===== src/rtl/stereo_signext_sched.sv =====
// Shares one registered 16->40-bit sign-extension unit between the left and right channels.
// Defining SIGNEXT_CHECK_EN adds a sticky ext_err output that flags a mismatching extender result.
module stereo_signext_sched #(
    parameter int EXT_LAT = 1
) (
    input  logic        Sclk,
    input  logic        Reset_n,
    input  logic        inL_valid,
    input  logic [15:0] inL_data,
    output logic        inL_ready,
    input  logic        inR_valid,
    input  logic [15:0] inR_data,
    output logic        inR_ready,
    output logic        ext_sign_status,
    output logic [15:0] ext_din,
    input  logic [39:0] ext_dout,
    output logic        out_valid,
    output logic [39:0] out_data,
    output logic        out_chan,
    input  logic        out_ready,
    output logic        busy,
    output logic        overrun_L,
    output logic        overrun_R
`ifdef SIGNEXT_CHECK_EN
    ,
    output logic        ext_err
`endif
);

    typedef enum logic [1:0] {IDLE, ISSUE, WAIT, OUT} state_t;

    localparam logic [2:0] LAT_M1 = 3'(EXT_LAT - 1);

    state_t      state_q;
    logic        full_l_q, full_r_q;
    logic [15:0] data_l_q, data_r_q;
    logic        last_grant_q;
    logic        work_chan_q;
    logic        ext_sign_q;
    logic [15:0] ext_din_q;
    logic [2:0]  cnt_q;
    logic        out_valid_q;
    logic [39:0] out_data_q;
    logic        out_chan_q;
    logic        ovr_l_q, ovr_r_q;

    logic        grant_d;
    logic        grant_r_d;
    logic [15:0] grant_data_d;

    // Round-robin: a tie goes to the channel that was not served last.
    always_comb begin
        grant_r_d    = full_r_q & (~full_l_q | ~last_grant_q);
        grant_data_d = grant_r_d ? data_r_q : data_l_q;
        grant_d      = (full_l_q | full_r_q) &
                       ((state_q == IDLE) | ((state_q == OUT) & out_ready));
    end

`ifdef SIGNEXT_CHECK_EN
    logic        ext_err_q;
    logic [39:0] ext_expect;
    assign ext_expect = {{8{ext_din_q[15]}}, ext_din_q, 16'h0000};
    assign ext_err    = ext_err_q;
`endif

    always_ff @(posedge Sclk or negedge Reset_n) begin
        if (!Reset_n) begin
            state_q      <= IDLE;
            full_l_q     <= 1'b0;
            full_r_q     <= 1'b0;
            data_l_q     <= 16'h0000;
            data_r_q     <= 16'h0000;
            last_grant_q <= 1'b1;
            work_chan_q  <= 1'b0;
            ext_sign_q   <= 1'b0;
            ext_din_q    <= 16'h0000;
            cnt_q        <= 3'd0;
            out_valid_q  <= 1'b0;
            out_data_q   <= 40'h0;
            out_chan_q   <= 1'b0;
            ovr_l_q      <= 1'b0;
            ovr_r_q      <= 1'b0;
`ifdef SIGNEXT_CHECK_EN
            ext_err_q    <= 1'b0;
`endif
        end else begin
            ovr_l_q    <= inL_valid & full_l_q;
            ovr_r_q    <= inR_valid & full_r_q;
            ext_sign_q <= 1'b0;

            if (inL_valid && !full_l_q) begin
                full_l_q <= 1'b1;
                data_l_q <= inL_data;
            end
            if (inR_valid && !full_r_q) begin
                full_r_q <= 1'b1;
                data_r_q <= inR_data;
            end

            // A grant only ever clears a full register, so it never races an accept.
            if (grant_d) begin
                if (grant_r_d) full_r_q <= 1'b0;
                else           full_l_q <= 1'b0;
                last_grant_q <= grant_r_d;
                work_chan_q  <= grant_r_d;
                ext_din_q    <= grant_data_d;
                ext_sign_q   <= 1'b1;
            end

            case (state_q)
                IDLE: begin
                    if (grant_d) state_q <= ISSUE;
                end
                ISSUE: begin
                    state_q <= WAIT;
                    cnt_q   <= LAT_M1;
                end
                WAIT: begin
                    if (cnt_q == 3'd0) begin
                        out_data_q  <= ext_dout;
                        out_chan_q  <= work_chan_q;
                        out_valid_q <= 1'b1;
                        state_q     <= OUT;
`ifdef SIGNEXT_CHECK_EN
                        if (ext_dout != ext_expect) ext_err_q <= 1'b1;
`endif
                    end else begin
                        cnt_q <= cnt_q - 3'd1;
                    end
                end
                OUT: begin
                    if (out_ready) begin
                        out_valid_q <= 1'b0;
                        state_q     <= grant_d ? ISSUE : IDLE;
                    end
                end
                default: state_q <= IDLE;
            endcase
        end
    end

    assign inL_ready       = ~full_l_q;
    assign inR_ready       = ~full_r_q;
    assign ext_sign_status = ext_sign_q;
    assign ext_din         = ext_din_q;
    assign out_valid       = out_valid_q;
    assign out_data        = out_data_q;
    assign out_chan        = out_chan_q;
    assign busy            = (state_q != IDLE);
    assign overrun_L       = ovr_l_q;
    assign overrun_R       = ovr_r_q;

endmodule


===== config.mk =====
export PLATFORM = sky130hd
export DESIGN_NAME = stereo_signext_sched
export DESIGN_NICKNAME = d
export VERILOG_FILES = /design/src/rtl/stereo_signext_sched.sv
export SDC_FILE = /design/constraint.sdc
export NUM_CORES = 1
export LEC_CHECK = 0
export ABC_AREA = 1
export CAP_MARGIN = 20
export CORE_AREA = 2 2 104 106
export CTS_BUF_LIST = sky130_fd_sc_hd__clkbuf_8
export DETAILED_ROUTE_END_ITERATION = 6
export DIE_AREA = 0 0 106 108
export HOLD_SLACK_MARGIN = 0.1
export PLACE_DENSITY = 0.78
export SETUP_SLACK_MARGIN = 0.4
export SLEW_MARGIN = 10
export SYNTH_ARGS = -nofsm -noshare
export SYNTH_HDL_FRONTEND = slang
export SYNTH_SLANG_ARGS = --single-unit
export TNS_END_PERCENT = 30

===== constraint.sdc =====
create_clock -name Sclk -period 1.58 [get_ports Sclk]
set_clock_uncertainty 0.2 [all_clocks]
set_input_delay 0.316 -clock Sclk [delete_from_list [all_inputs] [get_ports Sclk]]
set_output_delay 0.316 -clock Sclk [all_outputs]
set_load 0.01 [all_outputs]

==> run metrics, run 1 <==
Seq. cell area=2550 sq um; top cells by area, synth=dfrtp_1, nand2_1, inv_1; CTS H-tree depth=3; Final setup viols=67; Die X=106 microns; failing checks=setup timing; placer congestion estimate=0.796; DRC viols=0; Synth area leader=dfrtp_1; via count=3874; top-area cell type share of the netlist area=58.1%; WP data required=1640 ps; Post-Synthesis Cells=453; most frequent cells in the layout=dfrtp_1, inv_1, clkdlybuf4s50_1; Max-cap violations=0; Seq/Total Area, Yosys=58.7%; Rel. slew slack=80.5%; run status=finished with violations; clock root cell=clkbuf_8; num rows=37; DRT antenna net count=0; area of the core=10200 sq um; crit path from=state_q[0]; io pins=141; Max Transition Viols Final=0; Setup WS post-layout=-178 ps; initial DRC count=184; # nets final=734; grt ovf=0; Die Height=108 microns; CTS tree=built; area of the multi-input gates=2020 sq um; vias in the first global route=3610; Starting Density=42.5%; clk slew on worst S/H paths=110 ps; synthesis-stage register bit count=102; R2R setup slack=-180 ps; Final Cycle Share=111%; area growth from synthesis to layout=69.7%; initial antenna violation count=0; Max Root-Sink Buffers=2; Initial DRT Pass Iterations=4; worst-margin pin slew=289 ps; most common cell after layout, fill and taps aside=dfrtp_1; fill count=672; PortBufs=140; f_max=569 MHz; Pwr Density=2150 nW/um^2; post-layout power=15.9 mW; first-pass GRT wire length=17.9 mm; routed len/inst=17.6 microns; largest net degree at the start of global routing=49; CTS buffer count=9; Ys Warns=0; vias per inst=4.90; CP Capture Type=register; full die area=11400 sq um; DP HPWL=7.58 mm; Final Instance Area=7380 sq um; gr usage total=20.0%; Routed Wire Length=13.9 mm; RSZ-0062 raised after global routing=yes; Antenna Cells=0; Synth Cell Area=4350 sq um; critical path data arrival time=1820 ps; fin crit period=1760 ps; worst r2r src=state_q[0]; Synth Area per Inst=9.60 sq um; Startpoint Class=register; Fin. Hold Viols=0; Setup CP Type=register to register; Max FO, Critical Path=7; CTS sink cnt=102; Hold Path Class=input pin to async pin; Worst-Skew Late Latency=370 ps; layout cells sized above 1=47.6%; Netlist cell types=27; setup TNS=-7690 ps; Mapped Nets=537; Placed Area=6120 sq um; maximum vdd drop=0.00118 V; Static Leak=3.67 nW
where the power goes:
group	switching (mW)	internal, mW	leakage, nW
Clock	0.906	0.921	0.119
Combinational	4.59	4.75	2.33
Sequential	0.808	3.90	1.22
cells in the mapped netlist:
cell type  instances
a21oi_2            1
o21ai_1            2
buf_2              9
buf_12             1
o21a_1             1
xor2_1             1
clkbuf_1           4
nand2_1           91
a21oi_1           17
inv_1             83
buf_8              1
clkbuf_2           1
dfrtp_1          101
ha_1               7
nand3_1            4
dfstp_2            1
or2_2              1
o21ai_0           62
and2_4             1
buf_6              3
mux2_2            16
o21ai_2           18
buf_4              1
nand2_2            3
nand3_2            1
inv_2              2
nor2_1            20
routing by layer:
metal | up-vias | track usage [%] | wire length [microns]
met4 | 0 | 9.49 | 524
met5 | - | 0 | 0
met2 | 102 | 33.8 | 7250
met1 | 1937 | 25.9 | 5740
li1 | 1797 | - | -
met3 | 38 | 2.35 | 390
metrics by stage:
stage          util (%)  setup WS (ps)  std cells  hold WS [ps]
2_1_floorplan         -           13.9        453          -180
3_3_place_gp       59.8           -114        733         -6.47
3_5_place_dp       59.8           -139        733         -5.26
4_1_cts            64.1          -76.6        767           144
5_1_grt            72.2           -250        791           173
6_report           72.2           -178        791           150
registers in the layout (all words and copies together) (netlist names):
signal,cells
out_data,40
data_l_q,16
data_r_q,16
ext_sign_status,1
state_q,2
full_l_q,1
work_chan_q,1
out_valid,1
overrun_L,1
ext_din,16
out_chan,1
cnt_q,3
last_grant_q,1
overrun_R,1
full_r_q,1
critical path, cell delays in order, from the launching register on:
cell	delay, ps
dfrtp_1	400
inv_2	80
buf_6	90
buf_6	90
ha_4	180
nand3_4	110
buf_12	180
clkbuf_16	160
nand2_1	60
o21ai_1	90
path summary, 6_finish.rpt:
check,to,cells after the start
max,out_data[18],9
min,out_data[28],2
max reg2reg,out_data[18],9
min reg2reg,last_grant_q,2
max in group asynchronous,last_grant_q,3
min in group Sclk,out_data[2],3
what timing repair did:
| action | in CTS | in global routing |
|---|---|---|
| hold buffers | 1 | 0 |
| resized for setup | 326 | 168 |
| setup endpoints to repair | 164 | 164 |
| setup buffers | 16 | 7 |
| gates cloned | 1 | 17 |
| hold endpoints to repair | 101 | 0 |
| pin swaps | 17 | 22 |
logic make-up after synthesis:
family                   after synthesis  share of synthesized area, %
buffers and inverters                105                          10.6
adder cells (fa/ha/maj)                7                          2.01
XOR/XNOR                               1                         0.201
multiplexers                          16                          4.14
flip-flops                           102                          58.7
AND/OR/NAND/NOR                      121                          11.0
AO/OA/AOI/OAI                        101                          13.3
cell type report:
type	instances	area share (%)
flip-flops and latches	102	34.6
repair buffers	205	28.5
multi-input cells	247	27.4
inverters	85	4.36
well taps	136	2.30
clock buffers	10	1.86
clock inverters	6	1.05
(Power assumes the default switching activity.)
==> inputs of run 2 (changes only) <==
--- a/config.mk
+++ b/config.mk
@@ -7,13 +7,14 @@
 export LEC_CHECK = 0
 export ABC_AREA = 1
 export CAP_MARGIN = 20
-export CORE_AREA = 2 2 104 106
+export CORE_AREA = 2 2 93 118
 export CTS_BUF_LIST = sky130_fd_sc_hd__clkbuf_8
 export DETAILED_ROUTE_END_ITERATION = 6
-export DIE_AREA = 0 0 106 108
+export DIE_AREA = 0 0 95 120
 export HOLD_SLACK_MARGIN = 0.1
 export PLACE_DENSITY = 0.78
 export SETUP_SLACK_MARGIN = 0.4
+export SKIP_LAST_GASP = 1
 export SLEW_MARGIN = 10
 export SYNTH_ARGS = -nofsm -noshare
 export SYNTH_HDL_FRONTEND = slang
==> run metrics, run 2 (synthesis gave the netlist of run 1 again) <==
run status=finished with violations; failing checks=setup timing; CTS sink cnt=102; layout cells sized above 1=36.2%; CP max stage delay=430 ps; Core Util, Final=66.5%; setup TNS=-10340 ps; Setup CP Type=register to register; critical path's slowest cell=dfrtp_1; grt ovf=0; CTS H-tree depth=3; Starting Density=42.0%; area growth from synthesis to layout=58.3%; via count=3849; worst-margin pin slew=409 ps; clock root cell=clkbuf_8; vias per inst=4.91; PortBufs=140; Startpoint Class=register; WP data required=1650 ps; Static Leak=3.50 nW; Hold Path Class=input pin to async pin; RSZ-0062 raised after global routing=yes; max FFs per register=40; vias in the first global route=3672; full die area=11400 sq um; first-pass GRT wire length=17.0 mm; Die X=95 microns; most frequent cells in the layout=dfrtp_1, inv_1, clkdlybuf4s50_1; Worst-Skew Late Latency=360 ps; Max Transition Viols Final=0; gr usage total=19.2%; fin crit period=1780 ps; critical path data arrival time=1860 ps; Fin. Hold Viols=0; Inst Count DP=731; initial antenna violation count=0; largest net degree at the start of global routing=74; CP Capture Type=register; Final Instance Area=6890 sq um; most common cell after layout, fill and taps aside=dfrtp_1; placer congestion estimate=0.845; Antenna Cells=0; clk slew on worst S/H paths=90 ps; f_max=561 MHz; maximum vdd drop=0.00108 V; CTS tree=built; Final setup viols=69; num rows=42; routed len/inst=16.6 microns; CP Cell Sequence=inv_2 -> buf_6 -> buf_6 -> ha_4 -> nand3_4 -> o21ai_2 -> buf_6 -> nand2_1 -> o21ai_0; Initial DRT Pass Iterations=4; Die Height=120 microns; CP most frequent cell=buf_6; io pins=141; Max Root-Sink Buffers=2; DRT antenna net count=0; # nets final=731; DP HPWL=7.69 mm; Routed Wire Length=13.0 mm; Max-cap violations=0; Rel. slew slack=72.7%; CTS buffer count=9; Final Cycle Share=113%; Max FO, Critical Path=7; final cell count without fillers=784; post-layout power=14.5 mW; Setup WS post-layout=-204 ps; Placed Area=6150 sq um; area of the core=10400 sq um; DRC viols=0; Pwr Density=2110 nW/um^2; initial DRC count=191
run 2: cell types whose count changed in the layout (fill, tap and decap cells not counted), sizes merged:
cell,delta
clkdlybuf4s15,-1
buf,-16
dlygate4sd2,+12
inv,+3
bufinv,-1
clkinv,-2
clkinvlp,+1
nand3,+1
clkbuf,-1
dlymetal6s2s,+1
run 2: worst paths after layout:
check                      slack (ps)      endpoint    startpoint  cells after the start
setup / recovery                 -200      cnt_q[2]    state_q[0]                      9
min in group Sclk                 280  out_data[20]  ext_dout[20]                      3
hold reg to reg                   280  last_grant_q  last_grant_q                      2
setup reg to reg                 -200      cnt_q[2]    state_q[0]                      9
max in group asynchronous         440  data_l_q[15]       Reset_n                      3
hold / removal                    220   out_data[6]       Reset_n                      2
run 2: through the flow:
stage / hold slack (ps) / worst slack (ps)
3_3_place_gp: 68.3 / -138
5_1_grt: 235 / -283
3_5_place_dp: 76.2 / -159
2_1_floorplan: -180 / 13.9
4_1_cts: 239 / -190
6_report: 216 / -204
run 2: critical path, delay by kind of cell (launching register included):
kind / cells / cell delay (ps)
AOI/OAI and AO/OA: 2 / 200
adders and majority gates: 1 / 210
buffers and inverters: 4 / 420
DFF: 1 / 430
and+or+nand+nor: 2 / 220
run 2: layout make-up:
class	count	area [sq um]
well taps	132	165
fillers	765	3470
inverters	85	322
multi-input cells	248	1680
flip-flops and latches	102	2550
clock inverters	7	56.3
repair buffers	201	1980
clock buffers	9	124
run 2: metal layers:
metal / vias up / track usage [%] / share of wire [%]
li1: 1787 / - / -
met1: 1930 / 23.4 / 41
met2: 105 / 33.1 / 53
met3: 27 / 4.02 / 4.1
met4: 0 / 6.97 / 2.3
met5: - / 0 / 0
run 2: report_power, final:
group | switching, mW | internal (mW) | total [mW]
clock network | 0.846 | 0.706 | 1.55
registers | 0.715 | 3.90 | 4.62
logic | 4.24 | 4.13 | 8.37
run 2: timing repair:
action | in CTS | in global routing
endpoints found under the hold margin | 102 | 0
gates cloned | 0 | 16
hold buffers | 1 | 0
endpoints found under the setup margin | 164 | 200
resized for setup | 216 | 118
setup buffers | 13 | 7
pin swaps | 1 | 10
